===== src/rtl/cpu_pkg.sv =====
// Shared CPU front-end definitions: immediate-format selects, the opcodes
// fetch pre-decodes, the NOP bubble, and the {pc, inst} queue entry type.
package cpu_pkg;

  localparam logic [1:0]  IMM_I_TYPE = 2'b00;
  localparam logic [1:0]  IMM_S_TYPE = 2'b01;
  localparam logic [1:0]  IMM_B_TYPE = 2'b10;

  localparam logic [6:0]  OP_STORE   = 7'b0100011;
  localparam logic [6:0]  OP_BRANCH  = 7'b1100011;

  localparam logic [31:0] NOP_INST   = 32'h0000_0013;

  typedef struct packed {
    logic [31:0] pc;
    logic [31:0] inst;
  } fetch_entry_t;

  // Immediate format the generator needs; everything not S or B uses I.
  function automatic logic [1:0] imm_sel_f(input logic [6:0] opcode);
    case (opcode)
      OP_STORE:  imm_sel_f = IMM_S_TYPE;
      OP_BRANCH: imm_sel_f = IMM_B_TYPE;
      default:   imm_sel_f = IMM_I_TYPE;
    endcase
  endfunction

endpackage


===== src/rtl/fetch_fifo.sv =====
// DEPTH-entry queue of {pc, inst} between instruction memory and decode.
// Ports: i_push/i_data write the tail, i_pop drops the head (o_head),
// i_clear empties it (wins over push/pop); o_full, o_empty, o_count.
module fetch_fifo
  import cpu_pkg::*;
#(
  parameter int DEPTH = 2,
  localparam int CNT_W = $clog2(DEPTH + 1),
  localparam int PTR_W = (DEPTH > 1) ? $clog2(DEPTH) : 1
) (
  input  logic               i_clk,
  input  logic               i_rst_n,
  input  logic               i_push,
  input  logic               i_pop,
  input  logic               i_clear,
  input  fetch_entry_t       i_data,
  output fetch_entry_t       o_head,
  output logic               o_full,
  output logic               o_empty,
  output logic [CNT_W-1:0]   o_count
);

  localparam logic [PTR_W-1:0] LAST    = PTR_W'(DEPTH - 1);
  localparam logic [CNT_W-1:0] DEPTH_C = CNT_W'(DEPTH);

  fetch_entry_t           r_mem [DEPTH];
  logic [PTR_W-1:0]       r_wr_ptr, r_rd_ptr;
  logic [CNT_W-1:0]       r_count;
  logic                   w_push, w_pop;

  assign o_empty = (r_count == '0);
  assign o_full  = (r_count == DEPTH_C);
  assign o_count = r_count;
  assign o_head  = r_mem[r_rd_ptr];

  assign w_push  = i_push & ~i_clear;
  assign w_pop   = i_pop & ~i_clear & ~o_empty;

  always_ff @(posedge i_clk or negedge i_rst_n) begin
    if (!i_rst_n) begin
      r_wr_ptr <= '0;
      r_rd_ptr <= '0;
      r_count  <= '0;
    end else if (i_clear) begin
      r_wr_ptr <= '0;
      r_rd_ptr <= '0;
      r_count  <= '0;
    end else begin
      if (w_push) r_wr_ptr <= (r_wr_ptr == LAST) ? '0 : r_wr_ptr + PTR_W'(1);
      if (w_pop)  r_rd_ptr <= (r_rd_ptr == LAST) ? '0 : r_rd_ptr + PTR_W'(1);
      r_count <= r_count + CNT_W'(w_push) - CNT_W'(w_pop);
    end
  end

  // Payload needs no reset: r_count gates every read.
  always_ff @(posedge i_clk) begin
    if (w_push) r_mem[r_wr_ptr] <= i_data;
  end

endmodule


===== src/rtl/fetch_unit.sv =====
// Instruction fetch: owns the PC, issues word requests, queues returned
// instructions with their PC and hands them to decode, pre-decoding the
// immediate-format select. Redirects flush queued work and discard the
// responses still in flight.
// Ports: i_clk/i_rst_n; o_imem_req/o_imem_addr/i_imem_gnt request side;
// i_imem_rvalid/i_imem_rdata in-order responses; i_redirect/i_redirect_pc
// from execute; o_inst_valid/i_dec_ready/o_inst/o_pc/o_imm_sel to decode.
module fetch_unit
  import cpu_pkg::*;
#(
  parameter logic [31:0] RESET_PC = 32'h0000_0000,
  parameter int          DEPTH    = 2
) (
  input  logic        i_clk,
  input  logic        i_rst_n,
  output logic        o_imem_req,
  output logic [31:0] o_imem_addr,
  input  logic        i_imem_gnt,
  input  logic        i_imem_rvalid,
  input  logic [31:0] i_imem_rdata,
  input  logic        i_redirect,
  input  logic [31:0] i_redirect_pc,
  output logic        o_inst_valid,
  input  logic        i_dec_ready,
  output logic [31:0] o_inst,
  output logic [31:0] o_pc,
  output logic [1:0]  o_imm_sel
);

  localparam int CNT_W = $clog2(DEPTH + 1);
  localparam int PTR_W = (DEPTH > 1) ? $clog2(DEPTH) : 1;
  localparam logic [CNT_W:0]   DEPTH_C = (CNT_W + 1)'(DEPTH);
  localparam logic [PTR_W-1:0] LAST    = PTR_W'(DEPTH - 1);

  logic [31:0]       r_pc;
  logic [CNT_W-1:0]  r_out;     // requests granted, response not yet seen
  logic [CNT_W-1:0]  r_drop;    // stale responses still to be discarded
  logic [31:0]       r_ifpc [DEPTH];
  logic [PTR_W-1:0]  r_if_wr, r_if_rd;

  fetch_entry_t      w_head, w_push_data;
  logic              w_full, w_empty, w_pop, w_push, w_fire;
  logic [CNT_W-1:0]  w_count;
  logic [CNT_W:0]    w_used;

  assign o_inst_valid = ~w_empty & ~i_redirect;
  assign w_pop        = o_inst_valid & i_dec_ready;

  // Slots are counted after this cycle's pop so a slot drained by decode can
  // be re-requested in the same cycle; that is what sustains 1 inst/cycle.
  assign w_used      = {1'b0, r_out} + {1'b0, w_count} - {{CNT_W{1'b0}}, w_pop};
  // Gated by reset so the request drops the instant reset asserts.
  assign o_imem_req  = i_rst_n & ~i_redirect & (w_used < DEPTH_C);
  assign o_imem_addr = r_pc;
  assign w_fire      = o_imem_req & i_imem_gnt;

  assign w_push      = i_imem_rvalid & ~i_redirect & (r_drop == '0);
  assign w_push_data = '{pc: r_ifpc[r_if_rd], inst: i_imem_rdata};

  fetch_fifo #(.DEPTH(DEPTH)) u_fifo (
    .i_clk   (i_clk),
    .i_rst_n (i_rst_n),
    .i_push  (w_push),
    .i_pop   (w_pop),
    .i_clear (i_redirect),
    .i_data  (w_push_data),
    .o_head  (w_head),
    .o_full  (w_full),
    .o_empty (w_empty),
    .o_count (w_count)
  );

  // When empty, o_pc shows the next fetch PC (RESET_PC out of reset).
  assign o_inst    = w_empty ? NOP_INST : w_head.inst;
  assign o_pc      = w_empty ? r_pc     : w_head.pc;
  assign o_imm_sel = imm_sel_f(o_inst[6:0]);

  always_ff @(posedge i_clk or negedge i_rst_n) begin
    if (!i_rst_n) begin
      r_pc   <= RESET_PC;
      r_out  <= '0;
      r_drop <= '0;
    end else begin
      r_out <= r_out + CNT_W'(w_fire) - CNT_W'(i_imem_rvalid);
      if (i_redirect) begin
        r_pc   <= i_redirect_pc & ~32'h3;
        // Everything still outstanding is stale; a response landing now is
        // already discarded, so it does not need a drop credit.
        r_drop <= r_out - CNT_W'(i_imem_rvalid);
      end else begin
        if (w_fire) r_pc <= r_pc + 32'd4;
        if (i_imem_rvalid && r_drop != '0) r_drop <= r_drop - CNT_W'(1);
      end
    end
  end

  // PCs of in-flight requests; responses are in order, so every response
  // (kept or dropped) retires the oldest entry.
  always_ff @(posedge i_clk or negedge i_rst_n) begin
    if (!i_rst_n) begin
      r_if_wr <= '0;
      r_if_rd <= '0;
    end else begin
      if (w_fire)        r_if_wr <= (r_if_wr == LAST) ? '0 : r_if_wr + PTR_W'(1);
      if (i_imem_rvalid) r_if_rd <= (r_if_rd == LAST) ? '0 : r_if_rd + PTR_W'(1);
    end
  end

  always_ff @(posedge i_clk) begin
    if (w_fire) r_ifpc[r_if_wr] <= r_pc;
  end

  a_no_push_full: assert property (@(posedge i_clk) disable iff (!i_rst_n)
    !(w_push && w_full));

endmodule


===== config.mk =====
export PLATFORM = sky130hd
export DESIGN_NAME = fetch_unit
export DESIGN_NICKNAME = d
export VERILOG_FILES = /design/src/rtl/cpu_pkg.sv /design/src/rtl/fetch_fifo.sv /design/src/rtl/fetch_unit.sv
export SDC_FILE = /design/constraint.sdc
export NUM_CORES = 1
export LEC_CHECK = 0
export ABC_AREA = 1
export CORE_UTILIZATION = 50
export CTS_BUF_LIST = sky130_fd_sc_hd__clkbuf_8
export CTS_CLUSTER_DIAMETER = 50
export DETAILED_ROUTE_END_ITERATION = 10
export PLACE_DENSITY_LB_ADDON = 0.1
export REMOVE_ABC_BUFFERS = 1
export SYNTH_ARGS = -nofsm -noshare
export SYNTH_HDL_FRONTEND = slang
export SYNTH_SLANG_ARGS = --single-unit
export TNS_END_PERCENT = 50

===== constraint.sdc =====
create_clock -name i_clk -period 3.78 [get_ports i_clk]
set_input_delay 0.567 -clock i_clk [delete_from_list [all_inputs] [get_ports i_clk]]
set_output_delay 0.567 -clock i_clk [all_outputs]
set_load 0.01 [all_outputs]

==> impl_metrics.csv <==
group,metric,value,unit
outcome,status,"finished, final reports clean",
route,vias,7056,
die,rows,50,
final_layout,multiInputGateArea,2910,um2
cts,h-tree-depth,2,
grt,grt_max_degree,74,
synth,syn_avg_cell_area,11.0,um2
sta,final.min_clock_period,3.35,ns
grt,grt_pass1_wl,35.6,mm
cts,clk-insertion-delay-late,0.53,ns
synth,ys_warn_count,0,
synth,synth_cell_type_count,30,
route,drtIter0Drc,351,
route,route.detailed.drc,0,
final_layout,layout_common_cells,"nand2_1, edfxtp_1, clkdlybuf4s50_1, nand3_1, inv_1",
final_layout,n_antenna_cell,0,
die,pin_count,170,
power,power_leakage,4.93,nW
sta,hold_viol,0,
sta,fmaxAchievable,298,MHz
route,ant_nets,0,
route,viasPerCell,5.16,
grt,grt_pass1_vias,6870,
worst_setup_path,startpoint_type,"flop",
worst_setup_path,required,3.21,ns
route,firstDrtPassIters,5,
job,maxCapViolCount,0,
place,place_congestion,0.792,
worst_hold_path,hold_class,"in2async",
final_layout,area_growth,27.1,%
sta,min_period_over_period,88.7,%
synth,ys_seq_area_share,66.3,%
synth,ys_ff_latch,224,
power,peakVddDrop,0.000418,V
sta,worst_slew_pin_slew,0.864,ns
worst_setup_path,crit_path_end_kind,"output pin",
grt,grtUsageTotal,23.4,%
route,wl,22.9,mm
power,power_density,595,nW/um2
place,dp_cells,1300,
sta,drv_slew,0,
die,die_y,142,um
worst_setup_path,reg2reg_slack,0.76,ns
cts,cts_root_buffer,"clkbuf_8",
cts,post-cts-setup-buffers,0,
final_layout,nets,1159,
sta,setup_viol,0,
route,wire_per_inst,16.8,um
synth,synth-edff-count,184,
worst_setup_path,path_class,"reg2out",
worst_setup_path,critPathArrivalTime,2.79,ns
sta,timing.hold.ws,0.169,ns
power,power,7.45,mW
synth,synth_ff_type,"edfxtp_1",
synth,netlist_area,9840,um2
cts,numCtsBuffers,37,
synth,synthesis.instances,895,
die,die_w,142,um
sta,slew_headroom,42.4,%
final_layout,stdcell_count,1368,
grt,antenna_found_initial,0,
place,port-buffer-count,163,
final_layout,layout_commonest_cell,"nand2_1",
cts,cts_sinks,224,
die,dieArea,20200,um2
die,initial_core_util,51.7,%
die,coreArea,19000,um2
cts,postCtsHoldBufs,0,
cts,post_cts_resized,0,
cts,clk_path_buf_depth,3,
final_layout,n_fill_cell,1558,
final_layout,drive_above_1_share,10.9,%
place,place_hpwl,14.5,mm
grt,gr-total-overflow,0,
sta,skew,0.0242,ns
synth,async_flop_share,17.9,%
sta,rsz0062_at_grt,"false",
final_layout,final-seq-area,6530,um2
cts,cts_tree,"yes",
worst_setup_path,critPathMaxFanout,73,
cts,path_clk_slew,0.06,ns
## sequential cells by signal (all words and copies together) (netlist names)
| name | flops |
|---|---|
| u_fifo.o_count | 2 |
| u_fifo.r_mem | 124 |
| r_drop | 2 |
| r_if_rd | 1 |
| r_out | 2 |
| o_imem_addr | 30 |
| r_ifpc | 60 |
| u_fifo.r_rd_ptr | 1 |
| u_fifo.r_wr_ptr | 1 |
| r_if_wr | 1 |
## cell usage after synthesis, drive strengths merged, types with 2 or more instances
cell / instances / area [um2]
xnor2: 7 / 61.3
o21ai: 7 / 35.0
clkbuf: 9 / 33.8
nor2: 63 / 252
nand4: 2 / 12.5
nand3: 80 / 400
buf: 33 / 183
edfxtp: 184 / 5530
xor2: 8 / 70.1
and2: 2 / 12.5
dfrtp: 40 / 1000
or2: 3 / 18.8
inv: 62 / 233
a22oi: 16 / 120
nand2: 255 / 960
mux2: 30 / 338
o21bai: 7 / 52.6
a21oi: 73 / 365
ha: 9 / 113
## worst paths after layout
check                                       startpoint                           to  cells after the start
min in group i_clk                  r_out[0]$_DFF_PN0_           r_out[0]$_DFF_PN0_                      1
min                                            i_rst_n  o_imem_addr[24]$_DFFE_PN0P_                      2
max reg2reg                u_fifo.o_count[1]$_DFF_PN0_           r_out[1]$_DFF_PN0_                     14
max                        u_fifo.o_count[1]$_DFF_PN0_                 o_imm_sel[0]                      5
min reg2reg                         r_out[0]$_DFF_PN0_           r_out[0]$_DFF_PN0_                      1
max in group asynchronous                      i_rst_n  u_fifo.r_rd_ptr$_DFFE_PN0P_                      2
## metrics by stage
stage	setup TNS, ns	setup WS [ns]	utilization (%)	cell area (um2)
after floorplan	-240.60	-2.75	-	9640
after global placement	0	0.126	62.2	11800
after detailed placement	0	0.116	62.2	11800
after CTS	0	0.0970	65.8	12500
after global routing	0	0.304	65.8	12500
final	0	0.426	65.8	12500
## report_power, final
part	switching [mW]	internal, mW
logic	1.19	1.08
clock network	0.922	1.00
registers	0.236	3.01
## per-layer routing
layer / vias up / part of all wire [%] / wire length (um) / track usage [%]
li1: 3429 / - / - / -
met1: 3402 / 43 / 9890 / 28.6
met2: 188 / 50 / 11400 / 41.5
met3: 37 / 5.3 / 1220 / 4.48
met4: 0 / 1.7 / 401 / 8.32
met5: - / 0 / 0 / 0
## critical path, stage by stage (launching register included)
cell	delay [ns]
dfrtp_1	0.43
nor2_4	0.13
buf_4	0.65
a21oi_1	0.16
nor3_1	0.23
clkdlybuf4s50_1	0.56
## area by class of cell
cell class / count / area share [%]
Sequential cell: 224 / 52.2
Multi-Input combinational cell: 570 / 23.2
Timing Repair Buffer: 184 / 14.7
Clock buffer: 41 / 4.51
Tap cell: 260 / 2.60
Inverter: 62 / 1.86
Clock inverter: 27 / 0.950
## cell families (layout without fill, tap and decap cells)
group | after synthesis | count (layout) | synth area share [%]
and+or+nand+nor | 408 | 408 | 17.1
DFF | 224 | 224 | 66.3
buffers and inverters | 104 | 314 | 4.56
AOI/OAI and AO/OA | 103 | 103 | 5.82
muxes | 30 | 30 | 3.43
xor gates and xnor gates | 15 | 15 | 1.33
adders and majority gates | 10 | 10 | 1.35
other | 1 | 4 | 0.0381
(Power assumes the default switching activity.)
